<file path="config.mk">
export PLATFORM = sky130hd
export DESIGN_NAME = div_sched
export DESIGN_NICKNAME = d
export VERILOG_FILES = /design/src/rtl/div_sched_pkg.sv /design/src/rtl/div_sched_rr_pick.sv /design/src/rtl/div_sched.sv
export SDC_FILE = /design/constraint.sdc
export NUM_CORES = 1
export LEC_CHECK = 0
export CORE_AREA = 3 3 354 356
export CTS_CLUSTER_DIAMETER = 50
export DETAILED_ROUTE_END_ITERATION = 10
export DIE_AREA = 0 0 357 359
export PLACE_DENSITY_LB_ADDON = 0.1
export SLEW_MARGIN = 20
export SYNTH_ARGS = -nofsm -noshare
export SYNTH_HDL_FRONTEND = slang
export SYNTH_SLANG_ARGS = --single-unit
</file>
<file path="constraint.sdc">
create_clock -name clock -period 4.4 [get_ports clock]
set_input_delay 0.44 -clock clock [delete_from_list [all_inputs] [get_ports clock]]
set_output_delay 0.44 -clock clock [all_outputs]
set_load 0.005 [all_outputs]
</file>
<file path="src/rtl/div_sched_pkg.sv">
// Shared types for the divider scheduler: FSM states and result status codes.
package div_sched_pkg;

  typedef enum logic [1:0] {
    IDLE = 2'b00,
    LOAD = 2'b01,
    WAIT = 2'b10
  } state_t;

  localparam logic [1:0] ERR_OK = 2'b00;
  localparam logic [1:0] ERR_DZ = 2'b01;
  localparam logic [1:0] ERR_TO = 2'b10;

endpackage

</file>
<file path="src/rtl/div_sched_rr_pick.sv">
// Combinational round-robin picker: first set request at or above the pointer, wrapping.
module rr_pick #(
  parameter int R  = 4,
  parameter int IW = (R > 1) ? $clog2(R) : 1
) (
  input  logic [R-1:0]  i_req,
  input  logic [IW-1:0] i_ptr,
  output logic [R-1:0]  o_grant,
  output logic [IW-1:0] o_idx,
  output logic          o_any
);

  logic [IW-1:0] w_idx;

  // Scan R positions starting at the pointer; the first hit wins.
  always_comb begin
    o_grant = '0;
    o_idx   = '0;
    o_any   = 1'b0;
    w_idx   = '0;
    for (int k = 0; k < R; k++) begin
      w_idx = IW'((int'(i_ptr) + k) % R);
      if (!o_any && i_req[w_idx]) begin
        o_any          = 1'b1;
        o_idx          = w_idx;
        o_grant[w_idx] = 1'b1;
      end else begin
        o_any = o_any;
      end
    end
  end

endmodule

</file>
<file path="src/rtl/div_sched.sv">
// Time-shares one start/ready sequential divider between R requesters with
// round-robin arbitration, divide-by-zero bypass and a WAIT timeout.
module div_sched
  import div_sched_pkg::*;
#(
  parameter int N       = 64,
  parameter int R       = 4,
  parameter int TIMEOUT = 256
) (
  input  logic           clock,
  input  logic           Rst,
  input  logic [R-1:0]   req,
  input  logic [R*N-1:0] dividend,
  input  logic [R*N-1:0] divisor,
  output logic [R-1:0]   grant,
  output logic [R-1:0]   done,
  output logic [N-1:0]   quotient,
  output logic [N-1:0]   remainder,
  output logic [1:0]     err,
  output logic           div_start,
  output logic [N-1:0]   div_dividend,
  output logic [N-1:0]   div_divisor,
  input  logic [N-1:0]   div_quot,
  input  logic [N-1:0]   div_rem,
  input  logic           div_ready
);

  localparam int IW = $clog2(R);
  localparam int CW = $clog2(TIMEOUT) + 1;

  state_t        r_state, w_state_nx;
  logic [R-1:0]  r_grant, w_grant_nx, r_done, w_done_nx;
  logic [IW-1:0] r_owner, w_owner_nx, r_ptr, w_ptr_nx;
  logic [N-1:0]  r_a, w_a_nx, r_b, w_b_nx;
  logic [N-1:0]  r_quot, w_quot_nx, r_rem, w_rem_nx;
  logic [N-1:0]  r_div_a, w_div_a_nx, r_div_b, w_div_b_nx;
  logic [1:0]    r_err, w_err_nx;
  logic          r_start, w_start_nx, r_dz, w_dz_nx, w_fin;
  logic [CW-1:0] r_cnt, w_cnt_nx;
  logic [R-1:0]  w_pick_grant;
  logic [IW-1:0] w_pick_idx;
  logic          w_pick_any;

  rr_pick #(.R(R), .IW(IW)) u_pick (
    .i_req   (req),
    .i_ptr   (r_ptr),
    .o_grant (w_pick_grant),
    .o_idx   (w_pick_idx),
    .o_any   (w_pick_any)
  );

  // Next-state and next-register values for the whole scheduler.
  always_comb begin
    w_state_nx = r_state;
    w_grant_nx = r_grant;
    w_done_nx  = '0;
    w_owner_nx = r_owner;
    w_ptr_nx   = r_ptr;
    w_a_nx     = r_a;
    w_b_nx     = r_b;
    w_quot_nx  = r_quot;
    w_rem_nx   = r_rem;
    w_div_a_nx = r_div_a;
    w_div_b_nx = r_div_b;
    w_err_nx   = r_err;
    w_start_nx = 1'b0;
    w_dz_nx    = r_dz;
    w_cnt_nx   = r_cnt;
    w_fin      = 1'b0;
    case (r_state)
      IDLE: begin
        if (w_pick_any) begin
          w_grant_nx = w_pick_grant;
          w_owner_nx = w_pick_idx;
          w_a_nx     = dividend[int'(w_pick_idx)*N +: N];
          w_b_nx     = divisor[int'(w_pick_idx)*N +: N];
          w_state_nx = LOAD;
        end else begin
          w_grant_nx = '0;
        end
      end
      LOAD: begin
        w_cnt_nx   = '0;
        w_state_nx = WAIT;
        // A zero divisor bypasses the divider and completes from the first WAIT cycle.
        if (r_b == {N{1'b0}}) begin
          w_dz_nx = 1'b1;
        end else begin
          w_dz_nx    = 1'b0;
          w_div_a_nx = r_a;
          w_div_b_nx = r_b;
          w_start_nx = 1'b1;
        end
      end
      WAIT: begin
        w_cnt_nx = r_cnt + CW'(1);
        if (r_dz) begin
          w_fin     = 1'b1;
          w_quot_nx = {N{1'b1}};
          w_rem_nx  = r_a;
          w_err_nx  = ERR_DZ;
        end else if (div_ready) begin
          w_fin     = 1'b1;
          w_quot_nx = div_quot;
          w_rem_nx  = div_rem;
          w_err_nx  = ERR_OK;
        end else if (r_cnt == CW'(TIMEOUT - 1)) begin
          w_fin     = 1'b1;
          w_quot_nx = {N{1'b0}};
          w_rem_nx  = {N{1'b0}};
          w_err_nx  = ERR_TO;
        end else begin
          w_fin = 1'b0;
        end
      end
      default: begin
        w_state_nx = IDLE;
        w_grant_nx = '0;
      end
    endcase
    if (w_fin) begin
      w_done_nx  = r_grant;
      w_grant_nx = '0;
      w_dz_nx    = 1'b0;
      w_ptr_nx   = (r_owner == IW'(R - 1)) ? '0 : r_owner + IW'(1);
      w_state_nx = IDLE;
    end else begin
      w_done_nx = '0;
    end
  end

  // State and output registers with synchronous reset.
  always_ff @(posedge clock) begin
    if (Rst) begin
      r_state <= IDLE;
      r_grant <= '0;
      r_done  <= '0;
      r_owner <= '0;
      r_ptr   <= '0;
      r_a     <= '0;
      r_b     <= '0;
      r_quot  <= '0;
      r_rem   <= '0;
      r_div_a <= '0;
      r_div_b <= '0;
      r_err   <= ERR_OK;
      r_start <= 1'b0;
      r_dz    <= 1'b0;
      r_cnt   <= '0;
    end else begin
      r_state <= w_state_nx;
      r_grant <= w_grant_nx;
      r_done  <= w_done_nx;
      r_owner <= w_owner_nx;
      r_ptr   <= w_ptr_nx;
      r_a     <= w_a_nx;
      r_b     <= w_b_nx;
      r_quot  <= w_quot_nx;
      r_rem   <= w_rem_nx;
      r_div_a <= w_div_a_nx;
      r_div_b <= w_div_b_nx;
      r_err   <= w_err_nx;
      r_start <= w_start_nx;
      r_dz    <= w_dz_nx;
      r_cnt   <= w_cnt_nx;
    end
  end

  assign grant        = r_grant;
  assign done         = r_done;
  assign quotient     = r_quot;
  assign remainder    = r_rem;
  assign err          = r_err;
  assign div_start    = r_start;
  assign div_dividend = r_div_a;
  assign div_divisor  = r_div_b;

endmodule

</file>
==> reports/summary.txt <==
================================================================================
Number of buffers added on ports                                             913
Highest fanout seen on the critical path                                      46
Count of nets after finishing                                              3,962
Multi-input combinational cell area                                 11,100 sq um
End of the worst register-to-register path                               r_a[61]
Die footprint                                                       128,000 sq um
Root buf cell                                                       sky130_fd_sc_hd__clkbuf_16
Std-Cell Rows                                                                128
Sw power                                                                 6.00 mW
Result of the run                                                   finished, final reports clean
Dominant register cell in the synthesized netlist                   sky130_fd_sc_hd__dfxtp_1
Max-cap check violation count                                                  0
Count of different cell masters after synthesis                               60
CP Capture Point                                                         r_a[61]
Clk_skew                                                               0.0365 ns
Overall power after layout                                               17.4 mW
Filler instances                                                          13,000
CP max stage delay                                                       0.46 ns
Combinational fraction of design power                                     0.289
Die extent in y                                                      359 microns
Number of enable flip-flop cells after synthesis                               0
Mean instance size in the synthesized netlist                         8.21 sq um
GRT Resource Usage Total                                                   0.208
Clock power frac                                                           0.428
Sequential cell area fraction in the yosys report                          0.404
Launch point of the critical path                                       r_ptr[0]
Arrival time at the worst endpoint                                       4.13 ns
Via count of the first global-routing pass                                23,200
Int Pwr                                                                  11.4 mW
WS Path Type                                                          reg -> reg
Logic depth of the worst register-to-register path                            10
First-pass GRT wire length                                          192,000 microns
Starting Density                                                           0.167
Nets in the synthesized netlist                                            3,144
Number of buffers inserted to repair setup after CTS                           0
Routed vias                                                               23,800
Die width                                                            357 microns
Required @ worst endpoint                                                4.91 ns
Insertion delay to the later sink of the worst-skew pair                 0.65 ns
CP startpoint kind                                                     flip-flop
Normalized max-slew margin                                                 0.277
Number of H-tree branching levels                                              3
Post-detailed-placement half-perimeter wirelength                   102,000 microns
Area of the core                                                    122,000 sq um
Number of clock sinks                                                        411
Final setup vio count                                                          0
Switching share of power                                                   0.345
Launching point of the worst reg2reg path                               r_ptr[0]
Clock tree from TritonCTS                                                  built
Per-cell via count in the routed design                                     4.73
Hold buffer count at cts                                                       0
Final number of hold-violating endpoints                                       0
Number of primary I/O pins                                                   914
Layout overhead on the synthesized area                                    70.9%
Synth Cell Area                                                     20,400 sq um
Sequential share of power                                                  0.283
Post-route ant nets                                                            0
Num CTS Buffers                                                               89
Max-slew violations                                                            0
Gates resized, CTS repair                                                      0
CP most frequent cell                                               sky130_fd_sc_hd__buf_4
Actual transition at the worst max-transition pin                        1.08 ns
Unrepaired setup endpoints after global routing                            false
Maximum number of pins on one net before global-route repair                  99
RePlAce Congestion                                                         0.813
Setup tns final                                                             0 ns
PwrDens                                                              500 nW/um^2
Pre-antenna DRT Iters                                                          5
Seq. cell area                                                        8240 sq um
Hold crit path type                                                    in -> reg
Type of destination of the critical path                               flip-flop
Synth async-reset ratio                                                        0
Routed wire per std cell                                            27.8 microns
Maximum VDD drop                                                        0.243 mV
Standby leakage power                                                    12.5 nW
Detailed Route Iter0 Violations                                            1,892
Number of antenna violations at the first check in global routing             58
Fraction of layout instances using a drive strength above 1               0.0951
Synth Register Bits                                                          411
F_max                                                                    276 MHz
Max stage delay cell, worst path                                    sky130_fd_sc_hd__dfxtp_4
Warnings from Yosys                                                            0
Slack of the worst reg-to-reg path                                       0.78 ns
Fraction of the cycle the final worst path needs                           0.823
Syn Inst Count                                                             2,482
Clock-pin transition on the worst setup and hold timing paths            0.05 ns
Post-layout min period                                                   3.62 ns
Final wirelength                                                    140,000 microns
Remaining global-route overflow                                                0
Worst-path cell chain                                               inv_1, ha_1, buf_4, or3b_1, a2111oi_2, or3_1, o21a_4, nor3_4, buf_4, a221o_1
Number of buffers between clock root and the deepest sink                      3
DRC errors left                                                                0
================================================================================
metal layers:
metal	GRT usage	routed length, microns	up-vias
met5	0	308	-
li1	-	-	11100
met4	0.0588	2820	46
met1	0.252	57200	11600
met3	0.0631	11300	174
met2	0.352	68000	927
worst min path at each step:
| stage | start | endpoint | slack (ns) | depth (start not counted) |
|---|---|---|---|---|
| 6_report | Rst | r_owner[0] | 0.26 | 2 |
| 2_1_floorplan | r_owner[1] | r_owner[1] | 0.44 | 2 |
| 3_5_place_dp | remainder[46] | remainder[46] | 0.44 | 2 |
| 3_3_place_gp | remainder[22] | remainder[22] | 0.43 | 2 |
| 5_1_grt | Rst | r_owner[0] | 0.27 | 2 |
| 4_1_cts | Rst | r_owner[0] | 0.22 | 2 |
cells by family (layout without fill, tap and decap cells):
kind of cell | count (synthesis) | after routing | share of synthesized area
AND/OR/NAND/NOR | 879 | 879 | 0.201
AO/OA/AOI/OAI | 828 | 828 | 0.286
flip-flops | 411 | 411 | 0.404
buffers and inverters | 284 | 1178 | 0.0596
multiplexers | 59 | 59 | 0.0386
adder cells (fa/ha/maj) | 15 | 15 | 0.00921
XOR/XNOR | 6 | 6 | 0.00258
other | 0 | 30 | 0
synthesized netlist by cell type (3+ instances only):
cell type,n,share of area
sky130_fd_sc_hd__dfxtp_1,411,0.40
sky130_fd_sc_hd__nand2_1,331,0.061
sky130_fd_sc_hd__nand3_1,315,0.077
sky130_fd_sc_hd__a21oi_1,215,0.053
sky130_fd_sc_hd__clkbuf_1,206,0.038
sky130_fd_sc_hd__a22oi_1,147,0.054
sky130_fd_sc_hd__o21ai_0,146,0.036
sky130_fd_sc_hd__a221o_1,142,0.070
sky130_fd_sc_hd__nor2_1,81,0.015
sky130_fd_sc_hd__nor4_1,67,0.021
sky130_fd_sc_hd__and3_1,50,0.015
sky130_fd_sc_hd__a2111oi_0,49,0.021
sky130_fd_sc_hd__a211oi_1,49,0.018
sky130_fd_sc_hd__a22o_1,49,0.021
sky130_fd_sc_hd__buf_2,43,0.011
sky130_fd_sc_hd__mux2_4,25,0.018
sky130_fd_sc_hd__mux2_2,17,0.0094
sky130_fd_sc_hd__ha_1,15,0.0092
sky130_fd_sc_hd__buf_1,12,0.0022
sky130_fd_sc_hd__buf_6,10,0.0055
sky130_fd_sc_hd__mux2_1,9,0.0050
sky130_fd_sc_hd__inv_1,7,0.0013
sky130_fd_sc_hd__and2_1,6,0.0018
sky130_fd_sc_hd__nand4_1,6,0.0018
sky130_fd_sc_hd__buf_4,5,0.0018
sky130_fd_sc_hd__mux2i_1,5,0.0025
sky130_fd_sc_hd__nand2b_1,5,0.0015
sky130_fd_sc_hd__nor2b_1,5,0.0015
sky130_fd_sc_hd__xor2_1,5,0.0021
sky130_fd_sc_hd__a221oi_1,4,0.0017
sky130_fd_sc_hd__o21ai_1,4,0.00098
sky130_fd_sc_hd__o2bb2ai_1,4,0.0017
sky130_fd_sc_hd__mux4_2,3,0.0033
sky130_fd_sc_hd__o31ai_1,3,0.0011
state kept, by name, indices dropped and copies added, names as in the netlist:
register,flops
done,4
grant,4
r_owner,2
r_b,64
div_start,1
err,2
remainder,64
quotient,64
r_ptr,2
r_state,2
div_divisor,64
div_dividend,64
r_a,64
r_dz,1
r_cnt,9
power by group through the flow:
stage / Combinational [mW] / Clock, mW / Sequential (mW)
global placement: 5.16 / 0 / 5.01
detailed placement: 5.15 / 0 / 5.01
floorplan: 2.47 / 0 / 4.71
CTS: 5.17 / 7.63 / 4.94
finish: 5.04 / 7.45 / 4.93
global route: 5.48 / 7.81 / 5.00
layout by cell type (no fill, tap or decap), types with 17 or more instances in the layout:
| cell type | Yosys | final |
|---|---|---|
| sky130_fd_sc_hd__mux2_2 | 17 | 17 |
| sky130_fd_sc_hd__diode_2 | 0 | 30 |
| sky130_fd_sc_hd__and3_1 | 50 | 50 |
| sky130_fd_sc_hd__a2111oi_0 | 49 | 46 |
| sky130_fd_sc_hd__nand3_1 | 315 | 315 |
| sky130_fd_sc_hd__nand2_1 | 331 | 330 |
| sky130_fd_sc_hd__clkbuf_16 | 0 | 91 |
| sky130_fd_sc_hd__nor4_1 | 67 | 67 |
| sky130_fd_sc_hd__dfxtp_1 | 411 | 409 |
| sky130_fd_sc_hd__a22oi_1 | 147 | 147 |
| sky130_fd_sc_hd__a21oi_1 | 215 | 214 |
| sky130_fd_sc_hd__o21ai_0 | 146 | 145 |
| sky130_fd_sc_hd__a221o_1 | 142 | 142 |
| sky130_fd_sc_hd__buf_12 | 0 | 22 |
| sky130_fd_sc_hd__a22o_1 | 49 | 49 |
| sky130_fd_sc_hd__mux2_4 | 25 | 25 |
| sky130_fd_sc_hd__buf_4 | 5 | 69 |
| sky130_fd_sc_hd__clkdlybuf4s50_1 | 0 | 912 |
| sky130_fd_sc_hd__a211oi_1 | 49 | 49 |
| sky130_fd_sc_hd__nor2_1 | 81 | 80 |
final cells by class:
class / count / share of cell area
Multi-Input combinational cell: 1787 / 0.318
Timing Repair Buffer: 1004 / 0.290
Sequential cell: 411 / 0.236
Clock buffer: 113 / 0.0718
Tap cell: 1625 / 0.0584
Clock inverter: 54 / 0.0228
Antenna cell: 30 / 0.00216
Inverter: 7 / 0.000754
critical path, delay by kind of cell, from the launching register on:
family,cells,cell delay [ns]
buf+inv,3,0.58
compound gates,3,1.21
fa+ha+maj,1,0.33
flops,1,0.46
simple gates,3,0.79
metrics by stage:
step	utilization	instances	instance area (sq um)	hold WS, ns	worst slack (ns)
2_1_floorplan	-	2482	20400	0.440	1.19
3_3_place_gp	0.258	4833	31400	0.435	0.0506
3_5_place_dp	0.258	4834	31500	0.441	0.412
4_1_cts	0.285	5001	34800	0.216	0.720
5_1_grt	0.285	5015	34800	0.270	0.571
6_report	0.285	5031	34800	0.261	0.778
No activity file was read; power rests on OpenSTA's default activity.
==> patch 1 (same flow settings) <==
Make the reset (`Rst`) asynchronous in one clocked block. Comments in the files are not updated.
--- a/src/rtl/div_sched.sv
+++ b/src/rtl/div_sched.sv
@@ -131,5 +131,5 @@
 
   // State and output registers with synchronous reset.
-  always_ff @(posedge clock) begin
+  always_ff @(posedge clock or posedge Rst) begin
     if (Rst) begin
       r_state <= IDLE;
Behaviour: differs if Rst is asserted again (counterexample within 4 cycles, from zero or initial values and one cycle with Rst high); with Rst held inactive, the same outputs for 4 cycles.
==> patch 1 against the original RTL <==
Cell area down 2.8%. Synthesized area fell by 0.96%. Setup slack improved by 36 ps. Wire length down 25%. Sequential cell count is the same. Hold slack improved by 31 ps. Via count shrank 20%.
Power is not compared: it rests on default switching activity, and its combinational part moved more than twofold at a synthesized area within 25%.
==> patch 1: results (changes against the original RTL) <==
* Vias per cell at 4.12 (was 4.73)
* Setup crit start: r_ptr[0] (unchanged)
* Critical path endpoint: r_a[43] (was r_a[61])
* First-pass GRT wire length at 149000 um (was 192000 um)
* Async set or reset register ratio after synthesis at 100% (was 0%)
* Top post-synthesis cells by area: dfrtp_1, mux2i_1, nand2_1, nor2_1, o221ai_2 (was dfxtp_1, nand3_1, a221o_1, nand2_1, a22oi_1)
* Final WS setup at 814 ps (was 778 ps)
* Post-DP HPWL at 81100 um (was 102000 um)
* Syn_nets at 2679 (was 3144)
* Relative slew slack at 37.8% (was 27.7%)
* Clock Skew at 34.1 ps (was 36.5 ps)
* Tot Pwr at between 20 and 30 mW
* CP Data Arrival Time at 4070 ps (was 4130 ps)
* Initial antenna violation count at 5 (was 58)
* Worst-Skew Late Latency at 630 ps (was 650 ps)
* Cell count after placement at 4453 (was 4834)
* GR Util All Layers at 15.8% (was 20.8%)
* Top FF cell, synth: dfrtp_1 (was dfxtp_1)
* Status: complete, no violations (unchanged)
* Fill cells at 12.9k (was 13.0k)
* Share of cells above drive strength 1 at 8.78% (was 9.51%)
* Routability cong. at 0.832 (was 0.813)
* Post-synth top cells: nand2_1, dfrtp_1, mux2i_1 (was dfxtp_1, nand2_1, nand3_1)
* Hold Crit Class: in2async (was in2reg)
* Pre-antenna DRT Iters at 4 (was 5)
* Syn avg cell area at 10.0 sq um (was 8.21 sq um)
* Total CTS buffers at 78 (was 89)
* Worst Path Max Fanout at 65 (was 46)
* Synth unique cells at 48 (was 60)
* WL final at 105000 um (was 140000 um)
* First DRT Iteration DRCs at 781 (was 1892)
* Sequential cell area fraction in the yosys report at 51.0% (was 40.4%)
* Vias in the first global route at 20.4k (was 23.2k)
## patch 1: cell count changes in the layout (fill, tap and decap cells not counted), moves of 69 or more
| cell | before | now |
|---|---|---|
| nand3_1 | 315 | 7 |
| a22oi_1 | 147 | 4 |
| dfrtp_1 | 0 | 410 |
| a21oi_1 | 214 | 7 |
| o221ai_1 | 0 | 79 |
| dfxtp_1 | 409 | 0 |
| mux2i_1 | 5 | 262 |
| nor2_1 | 80 | 206 |
| o21ai_0 | 145 | 76 |
| nand2_1 | 330 | 600 |
| a221o_1 | 142 | 0 |
## patch 1: metrics by stage
| step | hold slack [ps] | TNS, ps |
|---|---|---|
| floorplan | 460 | -649230 |
| global placement | 458 | 0 |
| detailed placement | 462 | 0 |
| CTS | 238 | 0 |
| global route | 296 | 0 |
| finish | 293 | 0 |
## patch 1: layer usage
metal	wire length [um]	global-route usage, %
met1	41300	17.9
met4	1740	3.56
met2	55600	29.4
met3	6520	4.04
met5	14	0
## patch 1: kinds of logic after synthesis
kind of cell    after synthesis  share of synthesized area (%)
simple gates                859                           16.6
flops                       411                           51.0
compound gates              296                           12.8
mux                         264                           13.2
buf+inv                     170                           5.41
fa+ha+maj                    15                          0.930
xor+xnor                      2                         0.0868
## patch 1: layout make-up
type	instances	area (sq um)	share of cell area (%)
Antenna cell	7	17.5	0.0518
Sequential cell	411	10300	30.4
Multi-Input combinational cell	1436	8870	26.2
Timing Repair Buffer	970	9770	28.9
Clock buffer	96	2170	6.43
Inverter	11	50.0	0.148
Tap cell	1625	2030	6.01
Clock inverter	48	641	1.89
## patch 1: worst max-delay path, stage by stage, from the launching register on
cell and delay (ps):
dfrtp_1 680, inv_1 240, ha_1 520, nor3_1 100, nand3_1 140, nand3_2 190, o21ai_4 270, buf_12 240
buf_12 380, mux2i_1 380, o221ai_1 170
==> patch 2 (same flow settings) <==
Made on the original files. Change the parameter `TIMEOUT` from 256 to 128.
--- a/src/rtl/div_sched.sv
+++ b/src/rtl/div_sched.sv
@@ -6,5 +6,5 @@
   parameter int N       = 64,
   parameter int R       = 4,
-  parameter int TIMEOUT = 256
+  parameter int TIMEOUT = 128
 ) (
   input  logic           clock,
Check against the original RTL: no difference found for any inputs over 4 cycles, from zero or initial values and one cycle with Rst high; that may be too few to reach the edited logic, so the function may still have changed.
==> patch 2 against the original RTL <==
Power is 4.6% lower. Maximum frequency is essentially flat. Wire length decreased by 5.3%. Synthesized area decreased by 0.28%. Sequential cell count is 1 lower. Global-route usage shrank 1.1 points. Synthesized cell count decreased by 6.2%. Cell area shrank 1.6%. Critical endpoint is now r_a[36]. Count of clock-buffer cells in the layout down 4. Setup slack got worse by 3.6 ps.
==> patch 2: results (changes against the original RTL) <==
* Met3 Track Usage GR at 5.31% (was 6.31%)
* Total CTS buffers at 85 (was 89)
* Status: complete, no violations (unchanged)
* CP peak stage delay at 590 ps (was 460 ps)
* GRT met2 Usage at 35.0% (was 35.2%)
* Pleak at 12.6 nW (was 12.5 nW)
* Final nets at 3798 (was 3962)
* Clock Skew at 31.9 ps (was 36.5 ps)
* WL met3 at 9500 um (was 11300 um)
* Sequential cell area at 8220 sq um (was 8240 sq um)
* Syn avg cell area at 8.73 sq um (was 8.21 sq um)
* CLK BUF at 109 (was 113)
* Area share of fa/ha/maj cells after synthesis at 0.862% (was 0.921%)
* Largest net degree at the start of global routing at 132 (was 99)
* Syn_nets at 2990 (was 3144)
* Vias in the first global route at 23.2k (about the same)
* First-pass GRT wire length at 182000 um (was 192000 um)
* Antenna Diode Count at 17 (was 30)
* Sequential cell area fraction in the yosys report at 40.4% (about the same)
* CP max-delay cell: nor2_4 (was dfxtp_4)
* WL per Instance at 27.3 um (was 27.8 um)
* Initial antenna violation count at 31 (was 58)
* GR Util All Layers at 19.6% (was 20.8%)
* Cell count after placement at 4675 (was 4834)
* Reg2Reg Depth at 9 (was 10)
* WL final at 132000 um (was 140000 um)
* Synth Area in XOR/XNOR at 0.172% (was 0.258%)
* Multi-In Gates at 1661 (was 1787)
* Worst Path Max Fanout at 55 (was 46)
* Inverters at 5 (was 7)
* Post-synthesis mux area share at 7.39% (was 3.86%)
* Reg-to-reg endpoint: r_a[36] (was r_a[61])
* Post-synth top cells: nand2_1, dfxtp_1, and3_1 (was dfxtp_1, nand2_1, nand3_1)
==> patch 2: logic make-up (layout without fill, tap and decap cells) <==
kind of cell	count (synthesis)	after routing
compound gates	799	799
simple gates	706	706
flops	410	410
buf+inv	258	1135
mux	138	138
fa+ha+maj	14	14
xor+xnor	4	4
other cells	0	17
==> patch 2: critical path: cells and delay by family, from the launching register on <==
family,cells,cell delay (ps)
AOI/OAI and AO/OA,2,420
DFF,1,390
buffers and inverters,2,470
adders and majority gates,1,520
and+or+nand+nor,2,700
muxes,2,800
==> patch 2: worst min-delay path by stage <==
stage	slack, ps	cells past startpoint	endpoint	start
detailed placement	440	1	err[0]	err[0]
global route	290	2	div_dividend[39]	Rst
floorplan	440	2	r_owner[1]	r_owner[1]
CTS	240	2	div_start	Rst
global placement	440	2	remainder[61]	remainder[61]
finish	280	2	div_dividend[41]	Rst
==> patch 2: power breakdown <==
part / switching (mW) / internal [mW]
combinational: 2.73 / 2.03
clock: 2.33 / 4.56
sequential: 0.671 / 4.31
